`config.mk`:
```
export PLATFORM = sky130hd
export DESIGN_NAME = cyl_to_sph_cordic_flat
export DESIGN_NICKNAME = d
export VERILOG_FILES = /design/src/rtl/cyl_to_sph_cordic_if.sv /design/src/rtl/cyl_to_sph_cordic.sv /design/src/flat_wrapper.sv
export SDC_FILE = /design/constraint.sdc
export NUM_CORES = 1
export LEC_CHECK = 0
export CORE_ASPECT_RATIO = 0.8
export CORE_MARGIN = 8
export CORE_UTILIZATION = 30
export CTS_BUF_LIST = sky130_fd_sc_hd__clkbuf_4
export DETAILED_ROUTE_END_ITERATION = 10
export PLACE_DENSITY = 0.48
export SYNTH_ARGS = -nofsm -noshare
export SYNTH_HDL_FRONTEND = slang
export SYNTH_SLANG_ARGS = --single-unit
```
`constraint.sdc`:
```
create_clock -name clk -period 12.2 [get_ports clk]
set_clock_uncertainty 0.2 [all_clocks]
set_input_delay 2.44 -clock clk [delete_from_list [all_inputs] [get_ports clk]]
set_output_delay 2.44 -clock clk [all_outputs]
set_load 0.03 [all_outputs]
```
`src/rtl/cyl_to_sph_cordic_if.sv`:
```
// Handshake bundle for cyl_to_sph_cordic: input sample (r, theta, z) and
// output result (rho, theta, phi[, sat_flag]); slave = converter, master = neighbours.
interface cyl_to_sph_cordic_if;
  logic       in_valid;
  logic       in_ready;
  logic [7:0] r_in;
  logic [7:0] theta_in;
  logic [7:0] z_in;
  logic       out_valid;
  logic       out_ready;
  logic [7:0] rho_out;
  logic [7:0] theta_out;
  logic [7:0] phi_out;
`ifdef CYL_SPH_SAT_FLAG_EN
  logic       sat_flag;
`endif

  modport slave (
    input  in_valid, r_in, theta_in, z_in, out_ready,
    output in_ready, out_valid, rho_out, theta_out, phi_out
`ifdef CYL_SPH_SAT_FLAG_EN
    , output sat_flag
`endif
  );

  modport master (
    output in_valid, r_in, theta_in, z_in, out_ready,
    input  in_ready, out_valid, rho_out, theta_out, phi_out
`ifdef CYL_SPH_SAT_FLAG_EN
    , input sat_flag
`endif
  );
endinterface

```
`src/rtl/cyl_to_sph_cordic.sv`:
```
// Cylindrical (r,theta,z) -> spherical (rho,theta,phi) via iterative CORDIC vectoring.
// Ports: clk, rst_n (async low), ena (clock enable), bus (slave: in/out valid-ready
// handshakes, r/theta/z in, rho/theta/phi out). Macro CYL_SPH_SAT_FLAG_EN adds sat_flag.
module cyl_to_sph_cordic #(
  parameter int ITER = 8,
  parameter int FRAC = 4
) (
  input  logic                clk,
  input  logic                rst_n,
  input  logic                ena,
  cyl_to_sph_cordic_if.slave  bus
);
  localparam int W = 11 + FRAC;

  typedef enum logic [1:0] {IDLE, ROTATE, SCALE, DONE} state_e;

  state_e                state_q, state_d;
  logic signed [W-1:0]   x_q, x_d;
  logic signed [W-1:0]   y_q, y_d;
  logic signed [9:0]     ang_q, ang_d;
  logic [3:0]            i_q, i_d;
  logic                  byp_q, byp_d;
  logic                  live_q;
  logic [7:0]            rho_q, rho_d;
  logic [7:0]            th_q, th_d;
  logic [7:0]            phi_q, phi_d;
`ifdef CYL_SPH_SAT_FLAG_EN
  logic                  sat_q, sat_d;
`endif

  logic                  acc;
  logic signed [W-1:0]   xs, ys, kx;

  function automatic logic signed [9:0] atan_t(input logic [3:0] idx);
    case (idx)
      4'd0:    return 10'sd128;
      4'd1:    return 10'sd76;
      4'd2:    return 10'sd40;
      4'd3:    return 10'sd20;
      4'd4:    return 10'sd10;
      4'd5:    return 10'sd5;
      4'd6:    return 10'sd3;
      4'd7:    return 10'sd1;
      4'd8:    return 10'sd1;
      default: return 10'sd0;
    endcase
  endfunction

  // live_q keeps in_ready low during the reset cycle
  assign acc = ena & bus.in_valid & live_q & (state_q == IDLE);

  always_ff @(posedge clk or negedge rst_n) begin
    if (!rst_n) begin
      state_q <= IDLE;
      live_q  <= 1'b0;
    end else if (ena) begin
      state_q <= state_d;
      live_q  <= 1'b1;
    end
  end

  always_comb begin
    state_d = state_q;
    unique case (state_q)
      IDLE:   if (acc) state_d = (bus.r_in == 8'd0) ? SCALE : ROTATE;
      ROTATE: if (i_q == 4'(ITER - 1)) state_d = SCALE;
      SCALE:  state_d = DONE;
      DONE:   if (bus.out_ready) state_d = IDLE;
    endcase
  end

  always_comb begin
    bus.in_ready  = live_q & (state_q == IDLE);
    bus.out_valid = (state_q == DONE);
  end

  assign bus.rho_out   = rho_q;
  assign bus.theta_out = th_q;
  assign bus.phi_out   = phi_q;
`ifdef CYL_SPH_SAT_FLAG_EN
  assign bus.sat_flag  = sat_q;
`endif

  // gain compensation: 1/1.6468 ~ 1/2 + 1/8 - 1/64 - 1/512
  assign xs = x_q >>> i_q;
  assign ys = y_q >>> i_q;
  assign kx = (x_q >>> 1) + (x_q >>> 3) - (x_q >>> 6) - (x_q >>> 9);

  always_comb begin
    x_d   = x_q;
    y_d   = y_q;
    ang_d = ang_q;
    i_d   = i_q;
    byp_d = byp_q;
    rho_d = rho_q;
    th_d  = th_q;
    phi_d = phi_q;
`ifdef CYL_SPH_SAT_FLAG_EN
    sat_d = sat_q;
`endif
    if (ena) begin
      unique case (state_q)
        IDLE: begin
          if (acc) begin
            x_d   = {{(W-8-FRAC){1'b0}}, bus.z_in, {FRAC{1'b0}}};
            y_d   = {{(W-8-FRAC){1'b0}}, bus.r_in, {FRAC{1'b0}}};
            ang_d = '0;
            i_d   = '0;
            th_d  = bus.theta_in;
            byp_d = (bus.r_in == 8'd0);
          end
        end
        ROTATE: begin
          if (!y_q[W-1]) begin
            x_d   = x_q + ys;
            y_d   = y_q - xs;
            ang_d = ang_q + atan_t(i_q);
          end else begin
            x_d   = x_q - ys;
            y_d   = y_q + xs;
            ang_d = ang_q - atan_t(i_q);
          end
          i_d = i_q + 4'd1;
        end
        SCALE: begin
          if (byp_q) begin
            // r==0: rho is z itself, no gain to undo
            rho_d = x_q[FRAC+7:FRAC];
            phi_d = 8'd0;
`ifdef CYL_SPH_SAT_FLAG_EN
            sat_d = 1'b0;
`endif
          end else begin
            if (kx[W-1]) begin
              rho_d = 8'd0;
`ifdef CYL_SPH_SAT_FLAG_EN
              sat_d = 1'b0;
`endif
            end else if (|kx[W-2:FRAC+8]) begin
              rho_d = 8'hFF;
`ifdef CYL_SPH_SAT_FLAG_EN
              sat_d = 1'b1;
`endif
            end else begin
              rho_d = kx[FRAC+7:FRAC];
`ifdef CYL_SPH_SAT_FLAG_EN
              sat_d = 1'b0;
`endif
            end
            phi_d = ang_q[9] ? 8'd0 :
                    ang_q[8] ? 8'hFF : ang_q[7:0];
          end
        end
        DONE: begin
`ifdef CYL_SPH_SAT_FLAG_EN
          if (bus.out_ready) sat_d = 1'b0;
`endif
        end
      endcase
    end
  end

  always_ff @(posedge clk or negedge rst_n) begin
    if (!rst_n) begin
      x_q   <= '0;
      y_q   <= '0;
      ang_q <= '0;
      i_q   <= '0;
      byp_q <= 1'b0;
      rho_q <= '0;
      th_q  <= '0;
      phi_q <= '0;
`ifdef CYL_SPH_SAT_FLAG_EN
      sat_q <= 1'b0;
`endif
    end else begin
      x_q   <= x_d;
      y_q   <= y_d;
      ang_q <= ang_d;
      i_q   <= i_d;
      byp_q <= byp_d;
      rho_q <= rho_d;
      th_q  <= th_d;
      phi_q <= phi_d;
`ifdef CYL_SPH_SAT_FLAG_EN
      sat_q <= sat_d;
`endif
    end
  end
endmodule

```
`src/flat_wrapper.sv`:
```
// flat-port wrapper written by rule: the top's interface ports become plain ports
module cyl_to_sph_cordic_flat 
#(
  parameter int ITER = 8,
  parameter int FRAC = 4
)
  (clk, rst_n, ena, bus_in_valid, bus_r_in, bus_theta_in, bus_z_in, bus_out_ready, bus_in_ready, bus_out_valid, bus_rho_out, bus_theta_out, bus_phi_out);
  cyl_to_sph_cordic_if bus_i ();
  input  logic clk;
  input  logic rst_n;
  input  logic ena;
  input wire logic [$bits(bus_i.in_valid)-1:0] bus_in_valid;
  input wire logic [$bits(bus_i.r_in)-1:0] bus_r_in;
  input wire logic [$bits(bus_i.theta_in)-1:0] bus_theta_in;
  input wire logic [$bits(bus_i.z_in)-1:0] bus_z_in;
  input wire logic [$bits(bus_i.out_ready)-1:0] bus_out_ready;
  output wire logic [$bits(bus_i.in_ready)-1:0] bus_in_ready;
  output wire logic [$bits(bus_i.out_valid)-1:0] bus_out_valid;
  output wire logic [$bits(bus_i.rho_out)-1:0] bus_rho_out;
  output wire logic [$bits(bus_i.theta_out)-1:0] bus_theta_out;
  output wire logic [$bits(bus_i.phi_out)-1:0] bus_phi_out;
  assign bus_i.in_valid = bus_in_valid;
  assign bus_i.r_in = bus_r_in;
  assign bus_i.theta_in = bus_theta_in;
  assign bus_i.z_in = bus_z_in;
  assign bus_i.out_ready = bus_out_ready;
  assign bus_in_ready = bus_i.in_ready;
  assign bus_out_valid = bus_i.out_valid;
  assign bus_rho_out = bus_i.rho_out;
  assign bus_theta_out = bus_i.theta_out;
  assign bus_phi_out = bus_i.phi_out;
  cyl_to_sph_cordic #(.ITER(ITER), .FRAC(FRAC)) u_core (.clk(clk), .rst_n(rst_n), .ena(ena), .bus(bus_i));
endmodule
```
* Word level (Yosys, flattened, before mapping)
Memories as Yosys holds them, arrays and structs flattened.
Cells that the tools add are included.
** Storage, ports and cells
- Bits in registers :: 72
- ROM bits :: 256
- Bits of input ports :: 29
- Output and inout port bits :: 26
- Logic and storage cells :: 71
- Memories kept :: 2
** Memories
- (no name shown) :: words 16, bits a word 8, read ports 1, clocked after memory_dff 0, wr ports 0, RTL line cyl_to_sph_cordic.sv:35 : case (idx)
- (no name shown) :: words 16, bits a word 8, read ports 1, clocked after memory_dff 0, wr ports 0, RTL line cyl_to_sph_cordic.sv:35
** Cells by class
- Add/subtract/negate cells :: 10
- Equal/unequal tests :: 7
- Shifts and indexed selects :: 2
- Multiplexer cells :: 28
- Bitwise operators :: 4
- Reduce and logical (&&, ||, !) cells :: 8
** Operator list (count)
- $mux 10 :: 8
- $mux 15 :: 4
- $pmux 15 s2 :: 2
- $mux 8 :: 6
- $add 15x15->15 :: 2
- $sshr 15x4->15 :: 2
- $sub 15x15->15 :: 2
- $pmux 10 s2 :: 1
- $add 14x12->15 :: 1
- $sub 15x6->15 :: 1
- $sub 15x9->15 :: 1
- $add 10x10->10 :: 1
- $sub 10x10->10 :: 1
- $logic_not 8->1 :: 1
- $mux 2 :: 4
- $pmux 2 s4 :: 1
- $pmux 4 s2 :: 1
- $reduce_and 3->1 :: 2
- $add 4x1->4 const B :: 1
- $and 1x1->1 :: 4
- $eq 2x2->1 const B :: 2
- $eq 4x3->1 const B :: 1
- $mux 4 :: 1
- $ne 2x1->1 const B :: 2
- 7 further kinds :: 7

* Depth between registers and ports, before layout
Gate-level depths: netlist of the first run.
- Depth in word-level cells :: 7
- Gate-level depth with buffers :: 24
- Gate-level depth less buffers :: 20

* Worst setup path before layout of the first run
No wires, ideal clock.
- Kind :: register to register
- Start :: register u_core.i_q[1]
- End :: register u_core.y_q[13]
- Library setup time :: 0.069 ns
- Arrival time :: 4.977 ns
- Data required time :: 11.931 ns
- Path slack :: 6.954 ns
- Stages on the path, launching flop included :: 23
- Buffers on the path :: 3
- Clock period less this slack :: 5.246 ns
- Cells stage by stage :: dfrtp_1 -> buf_2 -> buf_2 -> buf_2 -> mux2_2 -> mux2_2 -> mux4_2 -> inv_1 -> ha_1 -> inv_1 -> a2111oi_0 -> a32o_1 -> nor3b_1 -> nor2_1 -> xnor2_1 -> ha_1 -> nor2_1 -> nor2_1 -> o41ai_1 -> o2111ai_1 -> a21oi_1 -> or4b_2 -> nand3_1
** Between the ends
- Cells in the longest elaborated chain, start to end :: 4
- Elaborated cells on any way between the ends :: 5
- Classes of those cells :: add/sub: 2; shift: 1; mux: 2
** Ends and longest elaborated chain
- from (decl) :: RTL line cyl_to_sph_cordic.sv:21 : logic [3:0] i_q, i_d;
- from (signal assigned) :: RTL line cyl_to_sph_cordic.sv:180 : i_q <= i_d;
- $sshr 15x4->15 (*) :: RTL line cyl_to_sph_cordic.sv:85 : assign xs = x_q >>> i_q;
- $sub 15x15->15 / $add 15x15->15 (equally long branches) :: RTL line cyl_to_sph_cordic.sv:116, cyl_to_sph_cordic.sv:120
- $mux 15 (*) :: RTL line cyl_to_sph_cordic.sv:114 : if (!y_q[W-1]) begin
- $pmux 15 s2 (*) :: RTL line cyl_to_sph_cordic.sv:102 : unique case (state_q)
- to (signal assigned) :: RTL line cyl_to_sph_cordic.sv:178 : y_q <= y_d;
- to (decl) :: RTL line cyl_to_sph_cordic.sv:19 : logic signed [W-1:0] y_q, y_d;
Mark *: on every way between the ends. The rest lies on a longest branch, timed or not.
A chain may end at the register's enable or synchronous reset.

* Final worst setup path of the first run
- Start :: register u_core.i_q[1]
- End :: register u_core.x_q[14]
** Between the ends
- Cells in the longest elaborated chain, start to end :: 4
- Elaborated cells on any way between the ends :: 5
- Classes of those cells :: add/sub: 2; shift: 1; mux: 2
** Ends and longest elaborated chain
- $sshr 15x4->15 (*) :: RTL line cyl_to_sph_cordic.sv:86 : assign ys = y_q >>> i_q;
- $add 15x15->15 / $sub 15x15->15 (equally long branches) :: RTL line cyl_to_sph_cordic.sv:115, cyl_to_sph_cordic.sv:119
- $mux 15 (*) :: RTL line cyl_to_sph_cordic.sv:114
- $pmux 15 s2 (*) :: RTL line cyl_to_sph_cordic.sv:102
- to (signal assigned) :: RTL line cyl_to_sph_cordic.sv:165 : x_q <= '0;
- to (signal assigned) :: RTL line cyl_to_sph_cordic.sv:177 : x_q <= x_d;
- to (decl) :: RTL line cyl_to_sph_cordic.sv:18 : logic signed [W-1:0] x_q, x_d;
Marked as above.

==> results.md, run 1 <==
- First-pass GRT wire length: 40.7 mm
- #FFs+latches synth: 72
- Largest net degree at the start of global routing: 49
- Multi-input logic area: 0.00584 mm²
- Synth area leader: dfrtp_1
- Slew Limit Fails: 0
- RR Endpoint: u_core.x_q[14]
- Die height: 163 µm
- Post-synth top area share: 22.1%
- Area delta synth->final: 12.6%
- Yosys cell types: 76
- Min-Delay Path Class: reg -> reg
- Mapped Area: 0.00815 mm²
- Net count after synthesis: 1072
- Critical path, cell by cell: or2_1 > mux2_1 > mux4_2 > inv_1 > ha_1 > inv_1 > or4_1 > a21oi_1 > o32ai_1 > ha_1 > nor3_1 > o21ai_0 > a31oi_1 > a21oi_1 > a211oi_1 > xor2_1 > or3_1 > o21ai_1
- Slowest stage delay, CP: 1.05 ns
- Max-Cap Viols: 0
- RSZ-0062 raised after global routing: no
- Worst Path Max Fanout: 48
- Top cells by area, synth: dfrtp_1 22%, ha_1 11%, mux4_2 8.3%
- Fin crit share: 47.5%
- IO Pins: 55
- Dpl hpwl: 18.5 mm
- Total gr overflow: 0
- Via count: 7171
- Mapped Cells: 951
- Number of buffers created by CTS: 9
- Register area share after synthesis: 22.1%
- Worst reg2reg startpoint: u_core.i_q[1]
- R2R setup slack: 6.40 ns
- R2R cell count: 18
- Arrival time of the worst setup path: 6.02 ns
- CTS max path bufs: 2
- DRT antenna net count: 0
- Worst slew pin tran: 1.11 ns
- Number of synthesized flops with an enable pin: 0
- Worst EP required: 12.42 ns
- Register area: 0.00180 mm²
- Die X: 200 µm
- Number of fill cells: 2825
- Final WL: 25.0 mm
- Max_slew headroom: 25.8%
- Core box area: 0.0270 mm²
- # setup viols final: 0
- Post-DP Area: 0.00901 mm²
- Clk sinks: 72
- Tmin final: 5.80 ns
- Drt initial violations: 542
- Port Buf Inserts: 54
- Layout cell share with drive strength beyond 1: 8.93%
- Vias in the first global route: 7150
- Worst setup SP type: register
- FMAX: 0.172 GHz
- H-tree depth: 3
- Setup Total Neg Slack: 0 ns
- Cell area after layout: 0.00918 mm²
- CP endpoint kind: register
- Hold Violations, Final: 0
- CTS tree: built
- DRC: 0
- Rows: 54
- Hold buffer count at cts: 0
- Worst Setup SP: u_core.i_q[1]
- Starting density of the core: 30.2%
- Status: finished clean
- Die footprint: 0.0327 mm²
- Clock slew at the register clock pins of the worst setup and hold paths: 0.15 ns
- Placer Congestion: 0.859
- DR vias/cell: 5.31
- CP Capture Point: u_core.x_q[14]
- Asr flop ratio synth: 100%
- Root buf cell: clkbuf_4
- Post_cts resized: 0
- Worst-skew pair later-pin latency: 0.48 ns
- Nets: 1101
- Total global-route track usage: 15.5%
- Setup Fix Bufs, Post-CTS: 0
- DRT Pass-1 Iters: 5
- Initial antenna violation count: 0
- Synth Warn #: 0
- Synth Flop Type: dfrtp_1
- Drt wl/cell: 18.5 µm
- Worst setup path class: reg -> reg
- CP max-delay cell: dfrtp_2
- Syn Area/Cell: 8.57 µm²
==> worst min path at each step <==
stage | start | to | slack, ns | cells past startpoint
floorplan | u_core.live_q | u_core.live_q | 0.25 | 1
global placement | u_core.bus.theta_out[6] | u_core.bus.theta_out[6] | 0.26 | 2
detailed placement | u_core.bus.theta_out[2] | u_core.bus.theta_out[2] | 0.26 | 2
CTS | u_core.bus.theta_out[5] | u_core.bus.theta_out[5] | 0.29 | 2
global route | u_core.bus.phi_out[0] | u_core.bus.phi_out[0] | 0.32 | 2
finish | u_core.bus.theta_out[5] | u_core.bus.theta_out[5] | 0.29 | 2
==> synthesized netlist by cell type, types with 6 or more instances <==
cell type / count
fa_1: 21
clkbuf_1: 34
inv_1: 67
a21oi_1: 81
a31oi_1: 10
or3_1: 6
a211oi_1: 7
nand2_1: 100
mux2i_1: 22
dfrtp_1: 72
nand3_1: 34
xnor2_1: 32
buf_6: 7
nor2_1: 69
xor2_1: 22
o21ai_0: 64
o21bai_1: 6
a21o_1: 18
mux4_2: 30
ha_1: 71
nor2b_1: 9
o31ai_1: 10
o22ai_1: 14
o211ai_1: 7
nor3_1: 14
nand2b_1: 11
buf_2: 8
and3_1: 9
o21a_1: 8
==> cells in the final DEF (no fill, tap or decap), drive strengths merged, types with 4 or more instances in the layout <==
cell,count
clkdlybuf4s50,53
nor4,4
o21ai,67
or3,6
nand2b,11
mux2,9
buf,17
nor2b,9
dfrtp,72
o22ai,14
mux2i,22
or2,6
fa,21
o221ai,5
mux4,31
o21a,9
nand2,100
a21oi,81
a211o,4
inv,68
and3,9
a31oi,10
and2,5
ha,71
clkbuf,9
clkinv,5
o21bai,6
o211ai,7
o31ai,10
nor3,14
a211oi,7
a21o,18
nor2,71
xnor2,32
xor2,22
nand3,34
==> through the flow <==
stage          util [%]  setup WS (ns)  instances  hold WS [ns]
4_1_cts            34.0           6.45       1349         0.294
2_1_floorplan         -           6.95        951         0.252
3_5_place_dp       33.4           6.50       1333         0.262
3_3_place_gp       33.4           6.60       1333         0.257
5_1_grt            34.0           5.91       1349         0.318
6_report           34.0           6.40       1350         0.289
==> area by class of cell <==
class                      instances  area share (%)
multi-input combinational        759            63.6
sequential                        72            19.7
timing repair buffer              70            7.17
tap                              364            4.96
inverter                          68            2.78
clock inverter                     7            1.05
clock buffer                       9           0.736
antenna                            1          0.0273
==> layer usage <==
layer	global-route usage [%]	vias up	share of wire (%)
li1	-	3480	-
met1	22.2	3499	50
met2	23.9	179	43
met3	3.29	13	5.6
met4	2.64	0	0.81
met5	0	-	0
==> flip-flops by register name, indices dropped and copies added, names as in the netlist <==
| name | flops |
|---|---|
| u_core.state_q | 2 |
| u_core.ang_q | 10 |
| u_core.bus.rho_out | 8 |
| u_core.x_q | 15 |
| u_core.live_q | 1 |
| u_core.y_q | 15 |
| u_core.bus.theta_out | 8 |
| u_core.byp_q | 1 |
| u_core.bus.phi_out | 8 |
| u_core.i_q | 4 |
==> cell families (layout without fill, tap and decap cells) <==
logic type               after synthesis  after routing  share of synthesized area, %
AO/OA/AOI/OAI                        262            262                          19.8
buffers and inverters                120            154                          6.37
AND/OR/NAND/NOR                      288            288                          17.0
multiplexers                          62             62                          12.6
adder cells (fa/ha/maj)               92             92                          16.1
XOR/XNOR                              55             55                          6.08
other                                  0              1                             0
flip-flops                            72             72                          22.1
==> critical path: cells and delay by family (launching register included) <==
kind	cells	cell delay, ns
AND/OR/NAND/NOR	4	1.56
AO/OA/AOI/OAI	7	1.38
flip-flops	1	1.05
multiplexers	2	0.88
adder cells (fa/ha/maj)	2	0.39
buffers and inverters	2	0.13
XOR/XNOR	1	0.11
Power of run 1 is not shown: default switching activity piles up to over one toggle a cycle in this logic, so the estimate is an artifact.
==> inputs of run 2 (changes only) <==
- clock period: 12.2 -> 5.35 ns (I/O delays scaled with it)
==> run 2 against run 1 <==
  * Global-route usage up 0.23 points
  * Via count is essentially flat
  * First-iteration DRC count fell by 18%
  * Die area unchanged
  * Wire length up 2.5%
  * Cell area increased by 2.3%
  * Critical path depth fell by 2
  * Non-clock buffer count rose by 22
  * Worst hold slack improved by 0.0027 ns
  * Largest cell class unchanged
==> results.md, run 2 (synthesis gave the netlist of run 1 again) <==
- Post-DP Area: 0.00916 mm² (was 0.00901 mm²)
- Drt wl/cell: 18.7 µm (was 18.5 µm)
- Slew Limit Fails: 0 (unchanged)
- Die X: 200 µm (unchanged)
- Starting density of the core: 30.2% (unchanged)
- Number of buffers created by CTS: 9 (unchanged)
- CTS tree: built (unchanged)
- DRT Pass-1 Iters: 5 (unchanged)
- Placer Congestion: 0.868 (was 0.859)
- Nets: 1123 (was 1101)
- Arrival time of the worst setup path: 5.28 ns (was 6.02 ns)
- Layout cell share with drive strength beyond 1: 11.5% (was 8.93%)
- Total global-route track usage: 15.7% (was 15.5%)
- Drt initial violations: 443 (was 542)
- Die footprint: 0.0327 mm² (unchanged)
- DRT antenna net count: 0 (unchanged)
- Dpl hpwl: 19.4 mm (was 18.5 mm)
- Initial antenna violation count: 1 (was 0)
- Via count: 7178 (was 7171)
- Fin crit share: 94.9% (was 47.5%)
- Worst path top cell family by delay: simple AND/OR/NAND/NOR gates (unchanged)
- Total gr overflow: 0 (unchanged)
- Worst Path Max Fanout: 27 (was 48)
- Rows: 54 (unchanged)
- Port Buf Inserts: 54 (unchanged)
- Critical path, cell by cell: buf_4 > buf_4 > buf_12 > mux4_2 > mux4_2 > or2_4 > nor2_8 > nand3b_4 > or4_1 > and3_1 > or3_1 > ha_1 > nor2_1 > a2111oi_0 > o21ai_0 > a31o_2 (was or2_1 > mux2_1 > mux4_2 > inv_1 > ha_1 > inv_1 > or4_1 > a21oi_1 > o32ai_1 > ha_1 > nor3_1 > o21ai_0 > a31oi_1 > a21oi_1 > a211oi_1 > xor2_1 > or3_1 > o21ai_1)
- CP max-delay cell: or4_1 (was dfrtp_2)
- First-pass GRT wire length: 40.7 mm (about the same)
- Worst setup path class: reg -> reg (unchanged)
- Clock slew at the register clock pins of the worst setup and hold paths: 0.14 ns (was 0.15 ns)
- CP endpoint kind: register (unchanged)
- Worst slew pin tran: 0.887 ns (was 1.11 ns)
- FMAX: 0.197 GHz (was 0.172 GHz)
- Max_slew headroom: 40.3% (was 25.8%)
- Commonest cells after routing, fill and taps aside: 100 x nand2_1, 81 x a21oi_1, 70 x ha_1, 70 x dfrtp_1 (was 100 x nand2_1, 81 x a21oi_1, 71 x ha_1, 70 x dfrtp_1)
- Setup slack after layout: 0.271 ns (was 6.40 ns)
- Vias in the first global route: 6986 (was 7150)
- Commonest non-fill, non-tap cell in the layout: nand2_1 (unchanged)
- Max-Cap Viols: 0 (unchanged)
- H-tree depth: 3 (unchanged)
- Area delta synth->final: 15.2% (was 12.6%)
- Slowest stage delay, CP: 0.65 ns (was 1.05 ns)
- Root buf cell: clkbuf_4 (unchanged)
- Hold Violations, Final: 0 (unchanged)
- DRC: 0 (unchanged)
- Dpl ws: 0.159 ns (was 6.50 ns)
- Setup Total Neg Slack: 0 ns (unchanged)
- Biggest regs: u_core.x_q: 15 flops, u_core.y_q: 15 flops, u_core.ang_q: 10 flops (unchanged)
- DR vias/cell: 5.23 (was 5.31)
- Final WL: 25.6 mm (was 25.0 mm)
- Clk sinks: 72 (unchanged)
- Worst setup SP type: register (unchanged)
- Worst-skew pair later-pin latency: 0.50 ns (was 0.48 ns)
- Die height: 163 µm (unchanged)
- Tmin final: 5.08 ns (was 5.80 ns)
- Hold buffer count at cts: 0 (unchanged)
- Status: finished clean (unchanged)
- Post-route insts no fill: 1372 (was 1350)
- Core box area: 0.0270 mm² (unchanged)
- CTS max path bufs: 2 (unchanged)
- Worst EP required: 5.55 ns (was 12.42 ns)
- Min-Delay Path Class: reg -> reg (unchanged)
- Cell area after layout: 0.00939 mm² (was 0.00918 mm²)
- # setup viols final: 0 (unchanged)
- Placed cells: 1350 (was 1333)
- Worst Path Buf+Inv: 3 (was 2)
- Largest net degree at the start of global routing: 44 (was 49)
- IO Pins: 55 (unchanged)
==> run 2: worst paths after layout <==
kind	from	endpoint	slack (ns)	cells after the start
min	u_core.bus.theta_out[2]	u_core.bus.theta_out[2]	0.29	2
min reg2reg	u_core.bus.theta_out[2]	u_core.bus.theta_out[2]	0.29	2
max	u_core.i_q[1]	u_core.x_q[13]	0.27	16
max in group asynchronous	rst_n	u_core.y_q[14]	3.66	2
min in group asynchronous	rst_n	u_core.bus.phi_out[4]	0.35	1
max reg2reg	u_core.i_q[1]	u_core.x_q[13]	0.27	16
==> run 2: worst register-to-register path, stage by stage (launching register included) <==
cell and delay, ns:
dfrtp_2 0.46, buf_4 0.15, buf_4 0.13, buf_12 0.15, mux4_2 0.38, mux4_2 0.51
or2_4 0.28, nor2_8 0.10, nand3b_4 0.10, or4_1 0.65, and3_1 0.22, or3_1 0.37
ha_1 0.38, nor2_1 0.07, a2111oi_0 0.47, o21ai_0 0.15, a31o_2 0.25
==> run 2: through the flow <==
stage | util, % | hold slack [ns]
after global routing | 34.8 | 0.329
after CTS | 34.5 | 0.298
final | 34.8 | 0.292
after global placement | 34.0 | 0.257
after detailed placement | 34.0 | 0.262
after floorplan | - | 0.252
==> run 2: final cells by class <==
cell class                 instances  area (µm²)
antenna                            1        2.50
clock buffer                       9        67.6
clock inverter                     7        78.8
fill                            2823       17600
inverter                          68         255
multi-input combinational        759        5870
sequential                        72        1800
tap                              364         455
timing repair buffer              92         853
==> run 2: per-layer routing <==
layer / GRT usage, % / wire (µm) / vias to the layer above
li1: - / - / 3511
met1: 22.6 / 13000 / 3479
met2: 23.8 / 11000 / 160
met3: 3.21 / 1190 / 28
met4: 3.81 / 382 / 0
met5: 0 / 0 / -
==> run 2: repair_timing <==
item,CTS,global route
resized for setup,0,12
setup buffers,0,5
setup endpoints to repair,0,6
Power of run 2 is left out for the same reason.
